$ cat config.mk
export PLATFORM = sky130hd
export DESIGN_NAME = vga_test_pattern_gen
export DESIGN_NICKNAME = d
export VERILOG_FILES = /design/src/rtl/vga_test_pattern_gen.sv
export SDC_FILE = /design/constraint.sdc
export NUM_CORES = 1
export LEC_CHECK = 0
export ABC_AREA = 0
export CAP_MARGIN = 20
export CELL_PAD_IN_SITES_DETAIL_PLACEMENT = 1
export CELL_PAD_IN_SITES_GLOBAL_PLACEMENT = 1
export CORE_ASPECT_RATIO = 0.9
export CORE_MARGIN = 3
export CORE_UTILIZATION = 43
export DETAILED_ROUTE_END_ITERATION = 7
export DONT_BUFFER_PORTS = 1
export PLACE_DENSITY = 0.84
export SYNTH_ARGS = -nofsm -noshare
export SYNTH_HDL_FRONTEND = slang
export SYNTH_SLANG_ARGS = --single-unit
export TNS_END_PERCENT = 10
$ cat constraint.sdc
create_clock -name i_Clk -period 2.9 [get_ports i_Clk]
set_input_delay 0.87 -clock i_Clk [delete_from_list [all_inputs] [get_ports i_Clk]]
set_output_delay 0.87 -clock i_Clk [all_outputs]
set_load 0.02 [all_outputs]
$ cat src/rtl/vga_test_pattern_gen.sv
// ---------------------------------------------------------------------------
// vga_test_pattern_gen
//
// Purpose
//   Free-running VGA raster timing generator with a small set of built-in
//   test patterns (black, white, quadrants, colour bars, checkerboard,
//   border). The requested pattern is sampled once per frame, on the last
//   pixel of the raster, so a pattern change never tears a frame.
//
// Optional feature (compile-time macro)
//   VGA_TPG_SCROLL_EN - adds a horizontal scroll offset that advances by one
//                       pixel per frame. The colour bars and checkerboard are
//                       drawn at x = (col + offset) mod ACTIVE_COLS. Without
//                       the macro no offset register exists and x = col.
//
// Ports
//   i_Clk          in   1            pixel clock, rising edge
//   i_Rst_L        in   1            asynchronous active-low reset
//   i_Pattern      in   3            requested pattern code (0..7)
//   o_HSync        out  1            horizontal sync, active-low, registered
//   o_VSync        out  1            vertical sync, active-low, registered
//   o_Red_Video    out  VIDEO_WIDTH  red channel, registered
//   o_Grn_Video    out  VIDEO_WIDTH  green channel, registered
//   o_Blu_Video    out  VIDEO_WIDTH  blue channel, registered
//   o_Col_Count    out  10           live (unregistered) column counter
//   o_Row_Count    out  10           live (unregistered) row counter
//   o_Frame_Start  out  1            one-cycle pulse when the registered
//                                    outputs show pixel (0,0)
//
// Timing
//   Syncs, video and o_Frame_Start carry one cycle of latency relative to
//   o_Col_Count / o_Row_Count: they describe the pixel the counters held on
//   the previous cycle.
// ---------------------------------------------------------------------------
`default_nettype none

module vga_test_pattern_gen #(
  parameter int VIDEO_WIDTH   = 3,
  parameter int TOTAL_COLS    = 800,
  parameter int TOTAL_ROWS    = 525,
  parameter int ACTIVE_COLS   = 640,
  parameter int ACTIVE_ROWS   = 480,
  parameter int FRONT_PORCH_H = 16,
  parameter int BACK_PORCH_H  = 48,
  parameter int FRONT_PORCH_V = 10,
  parameter int BACK_PORCH_V  = 33
) (
  input  logic                   i_Clk,
  input  logic                   i_Rst_L,
  input  logic [2:0]             i_Pattern,
  output logic                   o_HSync,
  output logic                   o_VSync,
  output logic [VIDEO_WIDTH-1:0] o_Red_Video,
  output logic [VIDEO_WIDTH-1:0] o_Grn_Video,
  output logic [VIDEO_WIDTH-1:0] o_Blu_Video,
  output logic [9:0]             o_Col_Count,
  output logic [9:0]             o_Row_Count,
  output logic                   o_Frame_Start
);

  // Sync pulse widths are whatever is left of the line/frame after the
  // active region and both porches.
  localparam int SYNC_H = TOTAL_COLS - ACTIVE_COLS - FRONT_PORCH_H - BACK_PORCH_H;
  localparam int SYNC_V = TOTAL_ROWS - ACTIVE_ROWS - FRONT_PORCH_V - BACK_PORCH_V;

  localparam logic [9:0] COL_LAST    = 10'(TOTAL_COLS - 1);
  localparam logic [9:0] ROW_LAST    = 10'(TOTAL_ROWS - 1);
  localparam logic [9:0] ACT_COLS    = 10'(ACTIVE_COLS);
  localparam logic [9:0] ACT_ROWS    = 10'(ACTIVE_ROWS);
  localparam logic [9:0] ACT_COL_END = 10'(ACTIVE_COLS - 1);
  localparam logic [9:0] ACT_ROW_END = 10'(ACTIVE_ROWS - 1);
  localparam logic [9:0] HALF_COLS   = 10'(ACTIVE_COLS / 2);
  localparam logic [9:0] HALF_ROWS   = 10'(ACTIVE_ROWS / 2);

  localparam logic [9:0] HS_FIRST = 10'(ACTIVE_COLS + FRONT_PORCH_H);
  localparam logic [9:0] HS_LAST  = 10'(ACTIVE_COLS + FRONT_PORCH_H + SYNC_H - 1);
  localparam logic [9:0] VS_FIRST = 10'(ACTIVE_ROWS + FRONT_PORCH_V);
  localparam logic [9:0] VS_LAST  = 10'(ACTIVE_ROWS + FRONT_PORCH_V + SYNC_V - 1);

  // Colour-bar divisor, widened so x*8 cannot overflow for x < 1024.
  localparam logic [12:0] BAR_DIV = 13'(ACTIVE_COLS);

  localparam logic [VIDEO_WIDTH-1:0] ONES = {VIDEO_WIDTH{1'b1}};

  // -------------------------------------------------------------------------
  // Raster counters and per-frame state
  // -------------------------------------------------------------------------
  logic [9:0] col_q, col_d;
  logic [9:0] row_q, row_d;
  logic [2:0] pattern_q, pattern_d;
  logic       frame_last;

  // The last pixel of the raster is the only point where the pattern (and
  // the scroll offset) may change; this keeps every frame self-consistent.
  assign frame_last = (col_q == COL_LAST) && (row_q == ROW_LAST);

  always_comb begin
    col_d     = col_q;
    row_d     = row_q;
    pattern_d = pattern_q;

    if (col_q == COL_LAST) begin
      col_d = '0;
      if (row_q == ROW_LAST) begin
        row_d = '0;
      end else begin
        row_d = row_q + 10'd1;
      end
    end else begin
      col_d = col_q + 10'd1;
    end

    if (frame_last) begin
      pattern_d = i_Pattern;
    end
  end

  always_ff @(posedge i_Clk or negedge i_Rst_L) begin
    if (!i_Rst_L) begin
      col_q     <= '0;
      row_q     <= '0;
      pattern_q <= '0;
    end else begin
      col_q     <= col_d;
      row_q     <= row_d;
      pattern_q <= pattern_d;
    end
  end

  // -------------------------------------------------------------------------
  // Pattern x coordinate
  // -------------------------------------------------------------------------
  logic [9:0] x;

`ifdef VGA_TPG_SCROLL_EN
  logic [9:0]  offset_q, offset_d;
  logic [10:0] x_sum;

  always_comb begin
    offset_d = offset_q;
    if (frame_last) begin
      offset_d = (offset_q == ACT_COL_END) ? '0 : offset_q + 10'd1;
    end
  end

  // Both col (inside the active area) and offset are below ACTIVE_COLS, so
  // a single conditional subtract implements the modulo. Outside the active
  // area x is don't-care because video is blanked.
  always_comb begin
    x_sum = {1'b0, col_q} + {1'b0, offset_q};
    if (x_sum >= {1'b0, ACT_COLS}) begin
      x = 10'(x_sum - {1'b0, ACT_COLS});
    end else begin
      x = x_sum[9:0];
    end
  end

  always_ff @(posedge i_Clk or negedge i_Rst_L) begin
    if (!i_Rst_L) begin
      offset_q <= '0;
    end else begin
      offset_q <= offset_d;
    end
  end
`else
  assign x = col_q;
`endif

  // -------------------------------------------------------------------------
  // Next-cycle output values, derived from the current counters
  // -------------------------------------------------------------------------
  logic                   hsync_d, vsync_d, frame_start_d;
  logic [VIDEO_WIDTH-1:0] red_d, grn_d, blu_d;
  logic                   active;
  logic                   border;
  logic [12:0]            x_times8;
  logic [2:0]             bar;

  assign active   = (col_q < ACT_COLS) && (row_q < ACT_ROWS);
  assign border   = (col_q == 10'd0) || (col_q == ACT_COL_END) ||
                    (row_q == 10'd0) || (row_q == ACT_ROW_END);
  assign x_times8 = {x, 3'b000};
  // Bar index 0..7 across the active width; the divisor is a constant.
  assign bar      = 3'(x_times8 / BAR_DIV);

  always_comb begin
    hsync_d       = !((col_q >= HS_FIRST) && (col_q <= HS_LAST));
    vsync_d       = !((row_q >= VS_FIRST) && (row_q <= VS_LAST));
    frame_start_d = (col_q == 10'd0) && (row_q == 10'd0);
    red_d         = '0;
    grn_d         = '0;
    blu_d         = '0;

    if (active) begin
      case (pattern_q)
        3'd1: begin
          red_d = ONES;
          grn_d = ONES;
          blu_d = ONES;
        end
        3'd2: begin
          red_d = ONES;
          if (col_q < HALF_COLS) grn_d = ONES;
          if (row_q < HALF_ROWS) blu_d = ONES;
        end
        3'd3: begin
          red_d = {VIDEO_WIDTH{bar[2]}};
          grn_d = {VIDEO_WIDTH{bar[1]}};
          blu_d = {VIDEO_WIDTH{bar[0]}};
        end
        3'd4: begin
          // 32x32 squares: bit 5 flips every 32 pixels / lines.
          if (x[5] ^ row_q[5]) begin
            red_d = ONES;
            grn_d = ONES;
            blu_d = ONES;
          end
        end
        3'd5: begin
          if (border) begin
            red_d = ONES;
            grn_d = ONES;
            blu_d = ONES;
          end
        end
        default: begin
          // 0, 6 and 7 are black
        end
      endcase
    end
  end

  // -------------------------------------------------------------------------
  // Output registers (one cycle behind the counters)
  // -------------------------------------------------------------------------
  logic                   hsync_q, vsync_q, frame_start_q;
  logic [VIDEO_WIDTH-1:0] red_q, grn_q, blu_q;

  always_ff @(posedge i_Clk or negedge i_Rst_L) begin
    if (!i_Rst_L) begin
      hsync_q       <= 1'b1;
      vsync_q       <= 1'b1;
      frame_start_q <= 1'b0;
      red_q         <= '0;
      grn_q         <= '0;
      blu_q         <= '0;
    end else begin
      hsync_q       <= hsync_d;
      vsync_q       <= vsync_d;
      frame_start_q <= frame_start_d;
      red_q         <= red_d;
      grn_q         <= grn_d;
      blu_q         <= blu_d;
    end
  end

  assign o_HSync       = hsync_q;
  assign o_VSync       = vsync_q;
  assign o_Frame_Start = frame_start_q;
  assign o_Red_Video   = red_q;
  assign o_Grn_Video   = grn_q;
  assign o_Blu_Video   = blu_q;
  assign o_Col_Count   = col_q;
  assign o_Row_Count   = row_q;

endmodule

`default_nettype wire

==> summary.txt <==
Power
  – Power share of the clock group: 47.9%
  – Leakage Power: 1.05 nW
  – Internal power: 0.000597 W
  – PD cells: 323 mW/mm²
  – Peak VDD IR: 0.219 mV
  – Sw Share: 23.1%
  – Sequential power share: 52.1%
  – Combinational power share: 0%
  – Switch Pwr: 0.000180 W

Routing
  – Post-Route WL: 6490 µm
  – Via density per instance: 6.00
  – Drt initial violations: 107
  – Per-cell routed wire length: 19.9 µm
  – Post-detailed-route count of antenna-violating nets: 0
  – TritonRoute pass-1 iters: 4
  – Vias post-DR: 1,963
  – DRC viols: 0

Global routing
  – GRT Overall Usage: 22.3%
  – Vias in the first global route: 2,015
  – Overflow after GRT: 0
  – Pin count of the biggest net entering global routing: 30
  – Global-route wire length before repair: 10,100 µm
  – Initial antenna violation count: 0

Die
  – Die Width: 80.5 µm
  – Core Area: 0.00463 mm²
  – Initial Util: 46.4%
  – Chip Height: 73.1 µm
  – Top-Level Pins: 37
  – Std cell rows: 23
  – Die area: 0.00588 mm²

Finish
  – Area growth, synth to finish: 11.9%
  – # nets final: 275
  – FF/Latch Area: 731 µm²
  – ANT cells: 0
  – Final cell count without fillers: 327
  – Fill cells: 554
  – Multi-input logic area: 0.00129 mm²
  – Layout cells sized above 1: 21.9%

Worst setup path
  – Cells along the critical path: or4_1 > buf_4 > o31ai_1 > nor3b_2 > a31oi_4 > o21ai_0 > o211a_1 > o21bai_1 > and3_1 > o31a_1
  – Worst path slowest cell: or4_1
  – Required @ worst endpoint: 3.08 ns
  – Critical Path Max Stage Delay: 0.58 ns
  – WP data arrival: 3.04 ns
  – Startpoint Class: flop
  – Worst Setup Path Type: reg2reg
  – CP max FO: 4
  – CP endpoint kind: flop

Clock network
  – CTS sink cnt: 29
  – Inserted Clock Buffers: 5
  – Max clock buf depth: 2
  – Clock transition at path regs: 0.07 ns
  – CTS tree: done
  – Clock latency on the worst-skew pair: 0.29 ns
  – H-tree Lvls: 2
  – Root buffer cell: clkbuf_8

STA
  – Fin. Hold Viols: 0
  – Max Clock Skew: 0.00662 ns
  – Final period demand of the worst path: 2.87 ns
  – Slew margin rel.: 59.4%
  – Hold slack: 0.262 ns
  – Final worst path period share: 98.8%
  – Setup TNS: 0 ns
  – Final setup vio count: 0
  – F_max: 349 MHz
  – Fin worst setup slack: 0.0340 ns
  – Worst-Margin Slew: 0.602 ns
  – Max Slew Vio Count: 0

Synthesis
  – Avg Inst Size Synth: 8.40 µm²
  – Yosys cell types: 50
  – Syn nets: 267
  – #FFs+latches synth: 29
  – Post-synthesis async set-or-reset flop share: 100%
  – Ys flop type: dfrtp_1
  – Post-Syn Area: 0.00215 mm²
  – Post-synth EDFFs: 0
  – Yosys warnings: 0
  – Seq/Total Area, Yosys: 33.9%
  – Mapped Cells: 256

Placed design
  – Final RePlAce weighted congestion: 0.899
  – Port Buf Inserts: 0
  – Placed Cells: 318
  – DP HPWL: 4380 µm
  – Pre-CTS setup slack: 0.0625 ns

Min path
  – Worst min-delay path class: in2async

Status
  – Status: complete, no violations

Flow run
  – Max Cap Viol: 0
[power by group through the flow]
stage          registers, W      logic, W  clock network (W)
2_1_floorplan      0.000412  0.0000000386                  0
3_3_place_gp       0.000412  0.0000000386                  0
3_5_place_dp       0.000412  0.0000000386                  0
4_1_cts            0.000404  0.0000000386           0.000381
5_1_grt            0.000404  0.0000000387           0.000397
6_report           0.000404  0.0000000387           0.000372
[final timing paths]
check                               start             end  slack (ns)  cells past startpoint
setup / recovery           o_Col_Count[5]  o_Blu_Video[1]        0.03                     10
hold / removal                    i_Rst_L  o_Row_Count[4]        0.26                      0
setup reg to reg           o_Col_Count[5]  o_Blu_Video[1]        0.03                     10
hold reg to reg            o_Col_Count[1]  o_Col_Count[1]        0.64                      2
max in group asynchronous         i_Rst_L         o_HSync        2.46                      0
min in group i_Clk         o_Col_Count[1]  o_Col_Count[1]        0.64                      2
[cells in the mapped netlist (all sizes together) (3+ instances only)]
cell type | n | area [µm²]
nand4 | 4 | 25.0
nand2 | 24 | 90.1
dfrtp | 27 | 676
or4 | 5 | 40.0
nand3 | 10 | 50.1
a31oi | 6 | 37.5
inv | 8 | 30.0
o21ai | 19 | 98.9
xor2 | 6 | 52.6
buf | 11 | 87.6
ha | 6 | 75.1
or3 | 6 | 37.5
and3 | 7 | 43.8
o31ai | 3 | 22.5
nor3b | 3 | 22.5
nor2 | 31 | 116
mux2 | 3 | 33.8
xnor2 | 10 | 87.6
nor3 | 8 | 40.0
nor4 | 3 | 18.8
a21oi | 15 | 75.1
nand3b | 3 | 22.5
clkbuf | 12 | 105
[per-layer routing]
| layer | global-route usage (%) | up-vias | routed length, µm |
|---|---|---|---|
| met5 | 0 | - | 0 |
| met4 | 8.82 | 0 | 157 |
| met3 | 5.31 | 16 | 304 |
| met2 | 37.3 | 63 | 3260 |
| met1 | 27.6 | 968 | 2770 |
| li1 | - | 916 | - |
[critical path: cells and delay by family (launching register included)]
family                 cells  cell delay (ns)
flip-flops                 1             0.38
AO/OA/AOI/OAI              6             1.11
buffers and inverters      1             0.19
AND/OR/NAND/NOR            3             1.09
[flip-flops by register name (all words and copies together), names as in the netlist]
signal	count
pattern_q	3
o_Red_Video	1
o_Frame_Start	1
o_Row_Count	10
o_Col_Count	10
o_VSync	1
o_HSync	1
o_Grn_Video	1
o_Blu_Video	1
[repair_timing]
item                                    CTS  global route
gates cloned                              0             0
pin swaps                                 1             2
hold buffers                              0             0
gates resized for setup                   1            16
setup buffers                             0             1
endpoints found under the setup margin    1             2
[layout by cell type (no fill, tap or decap), types with 7 or more instances in the layout]
cell and count:
a21oi_1 14, and3_1 7, buf_4 24, dfrtp_1 25, nand2_1 24, nand3_1 10
nor2_1 31, nor3_1 7, o21ai_0 18, xnor2_1 9
[stage by stage]
step,instance area [µm²],utilization [%],power [W]
2_1_floorplan,2150,-,0.000412
3_3_place_gp,2210,47.7,0.000412
3_5_place_dp,2210,47.7,0.000412
4_1_cts,2310,49.8,0.000786
5_1_grt,2400,51.9,0.000801
6_report,2400,51.9,0.000776
[cell type report]
cell class,count,area share [%]
Inverter,8,1.25
Clock inverter,2,0.572
Clock buffer,6,3.43
Sequential cell,29,30.4
Multi-Input combinational cell,196,53.6
Timing Repair Buffer,24,7.49
Tap cell,62,3.23
[cell families (layout without fill, tap and decap cells)]
| kind of cell | count (synthesis) | in the layout | synth area share, % |
|---|---|---|---|
| mux | 4 | 4 | 2.04 |
| compound gates | 56 | 56 | 16.8 |
| buf+inv | 31 | 40 | 10.4 |
| simple gates | 114 | 114 | 27.0 |
| xor+xnor | 16 | 16 | 6.52 |
| fa+ha+maj | 6 | 6 | 3.49 |
| flops | 29 | 29 | 33.9 |
(Power assumes the default switching activity.)
